## src/rtl/led_change_uart_if.sv

```systemverilog
// Bundle between the LED source and the change reporter: LED bus in, UART line and status out.
interface led_change_uart_if #(
  parameter int FIFO_AW = 2
);
  logic [7:0]       leds;
  logic             clear_overflow;
  logic             tx;
  logic             busy;
  logic             overflow;
  logic [FIFO_AW:0] fifo_count;

  modport master (
    output leds, clear_overflow,
    input  tx, busy, overflow, fifo_count
  );

  modport slave (
    input  leds, clear_overflow,
    output tx, busy, overflow, fifo_count
  );
endinterface

```

## src/rtl/led_change_uart.sv

```systemverilog
// Queues every change of the LED bus and sends it as two hex chars + LF over 8N1 UART; start bit the edge after the push.
// No backpressure: a change arriving with the FIFO full and no pop is dropped and latches the sticky overflow flag.
module led_change_uart #(
  parameter int CLKS_PER_BIT = 4,
  parameter int FIFO_AW      = 2
) (
  input  logic            clock0,
  input  logic            reset,
  led_change_uart_if.slave bus
);
  localparam int DEPTH = 1 << FIFO_AW;
  localparam int CNT_W = (CLKS_PER_BIT > 1) ? $clog2(CLKS_PER_BIT) : 1;
  localparam logic [CNT_W-1:0]   CNT_LAST  = CNT_W'(CLKS_PER_BIT - 1);
  localparam logic [FIFO_AW:0]   COUNT_MAX = (FIFO_AW + 1)'(DEPTH);
  localparam logic [FIFO_AW:0]   COUNT_ONE = (FIFO_AW + 1)'(1);

  typedef enum logic [1:0] {IDLE, START, DATA, STOP} state_t;

  state_t             state;
  logic [7:0]         mem [DEPTH];
  logic [FIFO_AW-1:0] wr_ptr;
  logic [FIFO_AW-1:0] rd_ptr;
  logic [FIFO_AW:0]   count;
  logic [7:0]         last;
  logic [7:0]         hold;
  logic [1:0]         char_idx;
  logic [2:0]         bit_idx;
  logic [CNT_W-1:0]   baud;
  logic               tx_q;
  logic               busy_q;
  logic               ovf_q;

  logic               change;
  logic               full;
  logic               pop;
  logic               push;
  logic               drop;
  logic [7:0]         ch;

  function automatic logic [7:0] hex_char(input logic [3:0] n);
    return (n <= 4'd9) ? (8'h30 + {4'h0, n}) : (8'h37 + {4'h0, n});
  endfunction

  // A full FIFO still accepts a change on the edge the transmitter pops.
  always_comb begin
    change = (bus.leds != last);
    full   = (count == COUNT_MAX);
    pop    = (state == IDLE) && (count != '0);
    push   = change && (!full || pop);
    drop   = change && full && !pop;
  end

  always_comb begin
    ch = 8'h0A;
    case (char_idx)
      2'd0:    ch = hex_char(hold[7:4]);
      2'd1:    ch = hex_char(hold[3:0]);
      default: ch = 8'h0A;
    endcase
  end

  always_ff @(posedge clock0) begin
    if (reset && push) begin
      mem[wr_ptr] <= bus.leds;
    end
  end

  always_ff @(posedge clock0) begin
    if (!reset) begin
      wr_ptr   <= '0;
      rd_ptr   <= '0;
      count    <= '0;
      last     <= 8'h00;
      ovf_q    <= 1'b0;
      state    <= IDLE;
      hold     <= 8'h00;
      char_idx <= 2'd0;
      bit_idx  <= 3'd0;
      baud     <= '0;
      tx_q     <= 1'b1;
      busy_q   <= 1'b0;
    end else begin
      last <= bus.leds;

      if (push) wr_ptr <= wr_ptr + 1'b1;
      if (pop)  rd_ptr <= rd_ptr + 1'b1;
      case ({push, pop})
        2'b10:   count <= count + COUNT_ONE;
        2'b01:   count <= count - COUNT_ONE;
        default: count <= count;
      endcase

      if (drop)                    ovf_q <= 1'b1;
      else if (bus.clear_overflow) ovf_q <= 1'b0;

      case (state)
        IDLE: begin
          if (pop) begin
            hold     <= mem[rd_ptr];
            char_idx <= 2'd0;
            baud     <= '0;
            tx_q     <= 1'b0;
            busy_q   <= 1'b1;
            state    <= START;
          end
        end
        START: begin
          if (baud == CNT_LAST) begin
            baud    <= '0;
            bit_idx <= 3'd0;
            tx_q    <= ch[0];
            state   <= DATA;
          end else begin
            baud <= baud + 1'b1;
          end
        end
        DATA: begin
          if (baud == CNT_LAST) begin
            baud <= '0;
            if (bit_idx == 3'd7) begin
              tx_q  <= 1'b1;
              state <= STOP;
            end else begin
              bit_idx <= bit_idx + 3'd1;
              tx_q    <= ch[bit_idx + 3'd1];
            end
          end else begin
            baud <= baud + 1'b1;
          end
        end
        STOP: begin
          if (baud == CNT_LAST) begin
            baud <= '0;
            if (char_idx < 2'd2) begin
              char_idx <= char_idx + 2'd1;
              tx_q     <= 1'b0;
              state    <= START;
            end else begin
              busy_q <= 1'b0;
              state  <= IDLE;
            end
          end else begin
            baud <= baud + 1'b1;
          end
        end
        default: state <= IDLE;
      endcase
    end
  end

  assign bus.tx         = tx_q;
  assign bus.busy       = busy_q;
  assign bus.overflow   = ovf_q;
  assign bus.fifo_count = count;
endmodule

```

## src/flat_wrapper.sv

```systemverilog
// flat-port wrapper written by rule: the top's interface ports become plain ports
module led_change_uart_flat 
#(
  parameter int CLKS_PER_BIT = 4,
  parameter int FIFO_AW      = 2
)
  (clock0, reset, bus_leds, bus_clear_overflow, bus_tx, bus_busy, bus_overflow, bus_fifo_count);
  led_change_uart_if #(.FIFO_AW(FIFO_AW)) bus_i ();
  input  logic clock0;
  input  logic reset;
  input wire logic [$bits(bus_i.leds)-1:0] bus_leds;
  input wire logic [$bits(bus_i.clear_overflow)-1:0] bus_clear_overflow;
  output wire logic [$bits(bus_i.tx)-1:0] bus_tx;
  output wire logic [$bits(bus_i.busy)-1:0] bus_busy;
  output wire logic [$bits(bus_i.overflow)-1:0] bus_overflow;
  output wire logic [$bits(bus_i.fifo_count)-1:0] bus_fifo_count;
  assign bus_i.leds = bus_leds;
  assign bus_i.clear_overflow = bus_clear_overflow;
  assign bus_tx = bus_i.tx;
  assign bus_busy = bus_i.busy;
  assign bus_overflow = bus_i.overflow;
  assign bus_fifo_count = bus_i.fifo_count;
  led_change_uart #(.CLKS_PER_BIT(CLKS_PER_BIT), .FIFO_AW(FIFO_AW)) u_core (.clock0(clock0), .reset(reset), .bus(bus_i));
endmodule
```

## config.mk

```make
export PLATFORM = sky130hd
export DESIGN_NAME = led_change_uart_flat
export DESIGN_NICKNAME = d
export VERILOG_FILES = /design/src/rtl/led_change_uart_if.sv /design/src/rtl/led_change_uart.sv /design/src/flat_wrapper.sv
export SDC_FILE = /design/constraint.sdc
export NUM_CORES = 1
export LEC_CHECK = 0
export ABC_CLOCK_PERIOD_IN_PS = 2400
export CORE_MARGIN = 3
export CORE_UTILIZATION = 54
export DETAILED_ROUTE_END_ITERATION = 10
export GPL_TIMING_DRIVEN = 1
export PLACE_DENSITY = 0.76
export SLEW_MARGIN = 20
export SYNTH_ARGS = -nofsm -noshare
export SYNTH_HDL_FRONTEND = slang
export SYNTH_SLANG_ARGS = --single-unit
```

## constraint.sdc

```tcl
create_clock -name clock0 -period 2.4 [get_ports clock0]
set_clock_uncertainty 0.05 [all_clocks]
set_input_delay 0.24 -clock clock0 [delete_from_list [all_inputs] [get_ports clock0]]
set_output_delay 0.24 -clock clock0 [all_outputs]
set_load 0.005 [all_outputs]
```

Yosys cells after proc, flatten, opt, wreduce, memory -nomap -nowiden. Memories as Yosys holds them, arrays and structs flattened. A register that Yosys moved wholly into a read port is not among the register bits. Index checks and enable logic that the tools add are counted.

Bits in writable memories: 32. Logic and storage cells: 106. Bits in registers: 27. Output and inout port bits: 6. Input port bits: 11. Memories kept: 1.

Memory list: u_core.mem (depth 4, width 8, rd ports 1, clocked after memory_dff 1, wr ports 1, RTL line led_change_uart.sv:20) `logic [7:0] mem [DEPTH];`.

Eq/ne operators: 18. Add/subtract/negate cells: 11. $lt $le $gt $ge: 4. Mux-type cells: 38. Reduce and logical (&&, ||, !) cells: 23.

Operator list (number): 6-bit by 4-bit adder with 7-bit output, first input constant (4); 2-bit 2-to-1 mux (9); 8-bit 2-to-1 mux (2); 8-bit case mux with 2 select lines (1); 1-bit 2-to-1 mux (15); 2-bit by 1-bit != test with 1-bit output, second input constant (6); 3-bit case mux with 2 select lines (2); 4-bit AND reduction (3); 5-bit AND reduction (2); 3-bit 2-to-1 mux (3); 2-bit by 1-bit adder with 2-bit output, second input constant (4); 2-bit equality test, second input constant (4); 4-bit <= comparator, second input constant (2); 8-bit != test (1); 2-bit case mux with 2 select lines (2); 2-bit case mux with 4 select lines (1); 2-bit nonzero test (4); 3-bit by 1-bit adder with 3-bit output, second input constant (2); 2-bit by 1-bit equality test with 1-bit output, second input constant (3); 3-bit equality test, second input constant (2); 1-bit logical AND (5); 2-bit zero test (2); 3-bit by 4-bit < comparator with 1-bit output, second input constant (1); 2-bit != test, second input constant (2); other kinds (10) (12).

Longest topological paths before layout.
Word-level depth: 8. Gate-level depth with buffers: 12. Depth with buffers taken out: 11.

Worst setup path after synthesis. Ideal clock, no wire load.

Kind: flip-flop to flip-flop. From: reg u_core.state[0]. To: reg u_core.count[2] (netlist: u_core.bus.fifo_count[2]). Setup time: 0.076 ns. Arrival: 2.492 ns. Slack: -0.218 ns. Data required time: 2.274 ns. Stages on the path, launching flop included: 13. Cells stage by stage: dfxtp_1 inv_1 ha_1 buf_2 nor4b_1 a21oi_1 inv_1 ha_1 inv_1 fa_1 xor2_1 or3_1 a21boi_0.

Cells in the longest elaborated chain, start to end: 6. Elaborated cells between the ends (all ways): 8. Classes of those cells: eq/ne: 2; mux: 1; reduce/logical: 5.

Ends and longest elaborated chain: start, declared (RTL line led_change_uart.sv:19) `state_t state;`; start signal, assigned (RTL line led_change_uart.sv:75) `state <= IDLE;`; start signal, assigned (RTL line led_change_uart.sv:104) `state <= START;`; start signal, assigned (RTL line led_change_uart.sv:112) `state <= DATA;`; 2-bit zero test (*) (RTL line led_change_uart.sv:48) `pop = (state == IDLE) && (count != '0);`; 1-bit logical AND (*) (RTL line led_change_uart.sv:48); 1-bit logical OR (RTL line led_change_uart.sv:49) `push = change && (!full || pop);`; 1-bit logical AND (RTL line led_change_uart.sv:49); 2-bit by 1-bit equality test with 1-bit output or 2-bit equality test (tied branches) (RTL line led_change_uart.sv:87) `case ({push, pop})`; 3-bit case mux with 2 select lines or 2-bit nonzero test (tied branches); end signal, assigned (RTL line led_change_uart.sv:88) `2'b10: count <= count + COUNT_ONE;`; end signal, assigned (RTL line led_change_uart.sv:89) `2'b01: count <= count - COUNT_ONE;`; end signal, assigned (RTL line led_change_uart.sv:90) `default: count <= count;`; end, declared (RTL line led_change_uart.sv:23) `logic [FIFO_AW:0] count;`.

Every way passes the cells marked *; elsewhere a longest branch is shown, timed or not. A chain may end at the register's enable or synchronous reset.

Worst setup path in the final report. Ends and elaborated chain as after synthesis.

==> metrics.md <==
| Metric | Value |
|---|---|
| Ports | 17 |
| Layout fillers | 412 |
| Vias in the first global route | 2249 |
| Critical Path RT | 2.63 ns |
| Cell Count, Final, Fillers Out | 395 |
| Initial antenna violation count | 0 |
| Crit path arrival time | 2.62 ns |
| Final Hold Fails | 0 |
| Die height | 83.1 um |
| Register area | 1670 um^2 |
| Die X | 83.1 um |
| Cell accounting for the most synthesized area | edfxtp_1 |
| Post-CTS Hold Buffers | 0 |
| Cell count after synthesis | 280 |
| Grt ovf | 0 |
| Slew Limit Fails | 0 |
| Drt drc | 0 |
| Pleak | 1.46 nW |
| Total wire length | 6.14 mm |
| Mean area per synthesized cell | 11.5 um^2 |
| RSZ-0062 raised after global routing | true |
| Dpl cells | 377 |
| Ys flop type | dfxtp_1 |
| Max Clk Rate | 417 MHz |
| Status | finished, final reports clean |
| Peak VDD IR | 666 uV |
| Synth Warn # | 0 |
| Hold slack | 0.229 ns |
| Final min period | 2.40 ns |
| TritonCTS buffer count | 9 |
| Nets | 348 |
| Rows | 27 |
| GPL Wtd Cong | 0.829 |
| Area Overhead vs Synth | 19.1% |
| Sequential-to-total area share from yosys stat | 0.517 |
| Footprint of the multi-input gates | 1490 um^2 |
| Ys async rst share | 0 |
| Starting DRT DRC Count | 192 |
| IO Port Bufs | 16 |
| Vias per inst | 5.56 |
| Ant. Diodes | 0 |
| Synth Cell Area | 3210 um^2 |
| Largest net degree at the start of global routing | 36 |
| CTS H-tree lvls | 3 |
| Most frequent cell after synthesis | dfxtp_1 |
| Initial Util | 0.570 |
| Post-DP HPWL | 4.17 mm |
| Core region area | 5640 um^2 |
| Area share of the largest cell type after synthesis | 0.299 |
| Clock sink total | 67 |
| Least-Margin Pin Slew | 0.619 ns |
| CP Capture Type | register |
| DR vias | 2198 |
| Hold crit path type | in -> reg |
| Tcrit/Tclk final | 0.999 |
| First-pass GRT wire length | 10.7 mm |
| Total power | 3.96 mW |
| #FFs+latches synth | 67 |
| Area contributors post-synth | edfxtp_1 30%, dfxtp_1 22%, ha_1 7.0% |
| Max-cap violations | 0 |
| Share of cells above drive strength 1 | 0.189 |
| Pwr dens | 1030 nW/um^2 |
| TritonCTS clock tree | done |
| WS Path Type | reg -> reg |
| Final setup violation count | 0 |
| Clock slew at reported path FFs | 0.07 ns |
| Post-route ant nets | 0 |
| Routed length per instance | 15.5 um |
| Latest clock arrival within the worst-skew pair | 0.34 ns |
| Max_slew headroom | 0.587 |
| EDFF count, synth | 32 |
| R2R Setup Slk | 0.003 ns |
| Root cell of the clock tree | clkbuf_8 |
| CP max FO | 4 |
| Drt first pass iters | 4 |
| DIE AREA | 6910 um^2 |
| Syn nets | 310 |
| Post-synthesis cell type count | 52 |
| Total track usage | 0.196 |
| Startpoint Class | register |
| Clk buf depth | 2 |
| Top post-synthesis cells by count | 35 x dfxtp_1, 33 x nand2_1, 32 x edfxtp_1 |
[placed cells by master, fill, tap and decap left out, types with 14 or more instances in the layout]
master	count
inv_1	15
buf_4	20
ha_1	16
dfxtp_1	32
edfxtp_1	32
and2_1	14
nand2_1	33
clkdlybuf4s50_1	14
[critical path: stages, from the launching register on]
cell and delay [ns]:
dfxtp_2 0.36, inv_1 0.10, ha_4 0.19, nor4b_4 0.30, a21oi_2 0.09, inv_1 0.08
ha_2 0.19, inv_2 0.05, fa_2 0.33, xor2_1 0.15, or3_1 0.33, a21boi_2 0.13
[layout make-up]
class                      instances  area share
multi-input combinational        187       0.389
tap                               72      0.0235
sequential                        67       0.435
clock buffer                      10      0.0360
timing repair buffer              36      0.0824
clock inverter                     6      0.0167
inverter                          17      0.0167
[registers in the layout (all words and copies together) (netlist names)]
signal / flops
u_core.mem: 32
u_core.bus.busy: 1
u_core.bus.fifo_count: 3
u_core.wr_ptr: 2
u_core.state: 2
u_core.baud: 2
u_core.rd_ptr: 2
u_core.bit_idx: 3
u_core.char_idx: 2
u_core.hold: 8
u_core.bus.tx: 1
u_core.last: 8
u_core.bus.overflow: 1
[where the power goes]
part / internal [mW] / leakage [nW] / switching [mW] / total [mW]
Clock: 0.508 / 0.100 / 0.434 / 0.942
Combinational: 0.723 / 0.775 / 0.732 / 1.46
Sequential: 1.38 / 0.583 / 0.179 / 1.56
[worst paths after layout]
| check | startpoint | endpoint | cells after the start |
|---|---|---|---|
| min reg2reg | u_core.baud[1]$_SDFFE_PN0P_ | u_core.baud[1]$_SDFFE_PN0P_ | 2 |
| max reg2reg | u_core.state[0]$_SDFFE_PN0P_ | u_core.bus.fifo_count[2]$_SDFFE_PN0P_ | 11 |
| max | u_core.state[0]$_SDFFE_PN0P_ | u_core.bus.fifo_count[2]$_SDFFE_PN0P_ | 11 |
| min | bus_leds[0] | u_core.mem[0][0]$_DFFE_PP_ | 2 |
[per-layer routing]
layer  vias to the layer above  part of all wire  GRT usage
met5                         -                 0          0
met4                         0             0.016      0.101
met3                        10             0.043     0.0486
met2                        58              0.51      0.319
met1                      1048              0.43      0.242
li1                       1082                 -          -
[through the flow]
| step | TNS (ns) | setup slack [ns] | cell area (um^2) | util |
|---|---|---|---|---|
| after floorplan | 0 | 0.0213 | 3250 | - |
| after global placement | -0.335 | -0.236 | 3590 | 0.636 |
| after detailed placement | -0.412 | -0.279 | 3590 | 0.636 |
| after CTS | 0 | 0.00705 | 3810 | 0.675 |
| after global routing | -0.106 | -0.106 | 3830 | 0.678 |
| final | 0 | 0.00308 | 3830 | 0.678 |
[cell families (layout without fill, tap and decap cells)]
logic type               after synthesis  after routing  synth area share
AND/OR/NAND/NOR                       87             87             0.140
flip-flops                            67             67             0.517
AO/OA/AOI/OAI                         54             54             0.125
buffers and inverters                 26             69            0.0315
adder cells (fa/ha/maj)               19             19            0.0763
XOR/XNOR                              15             15            0.0409
multiplexers                          12             12            0.0689
[repair_timing]
| item | CTS | global route |
|---|---|---|
| setup endpoints to repair | 1 | 1 |
| hold endpoints to repair | 0 | 0 |
| pin swaps | 1 | 2 |
| buffers inserted | 1 | 1 |
| gates resized for setup | 1 | 5 |
No activity file was read; power rests on OpenSTA's default activity.
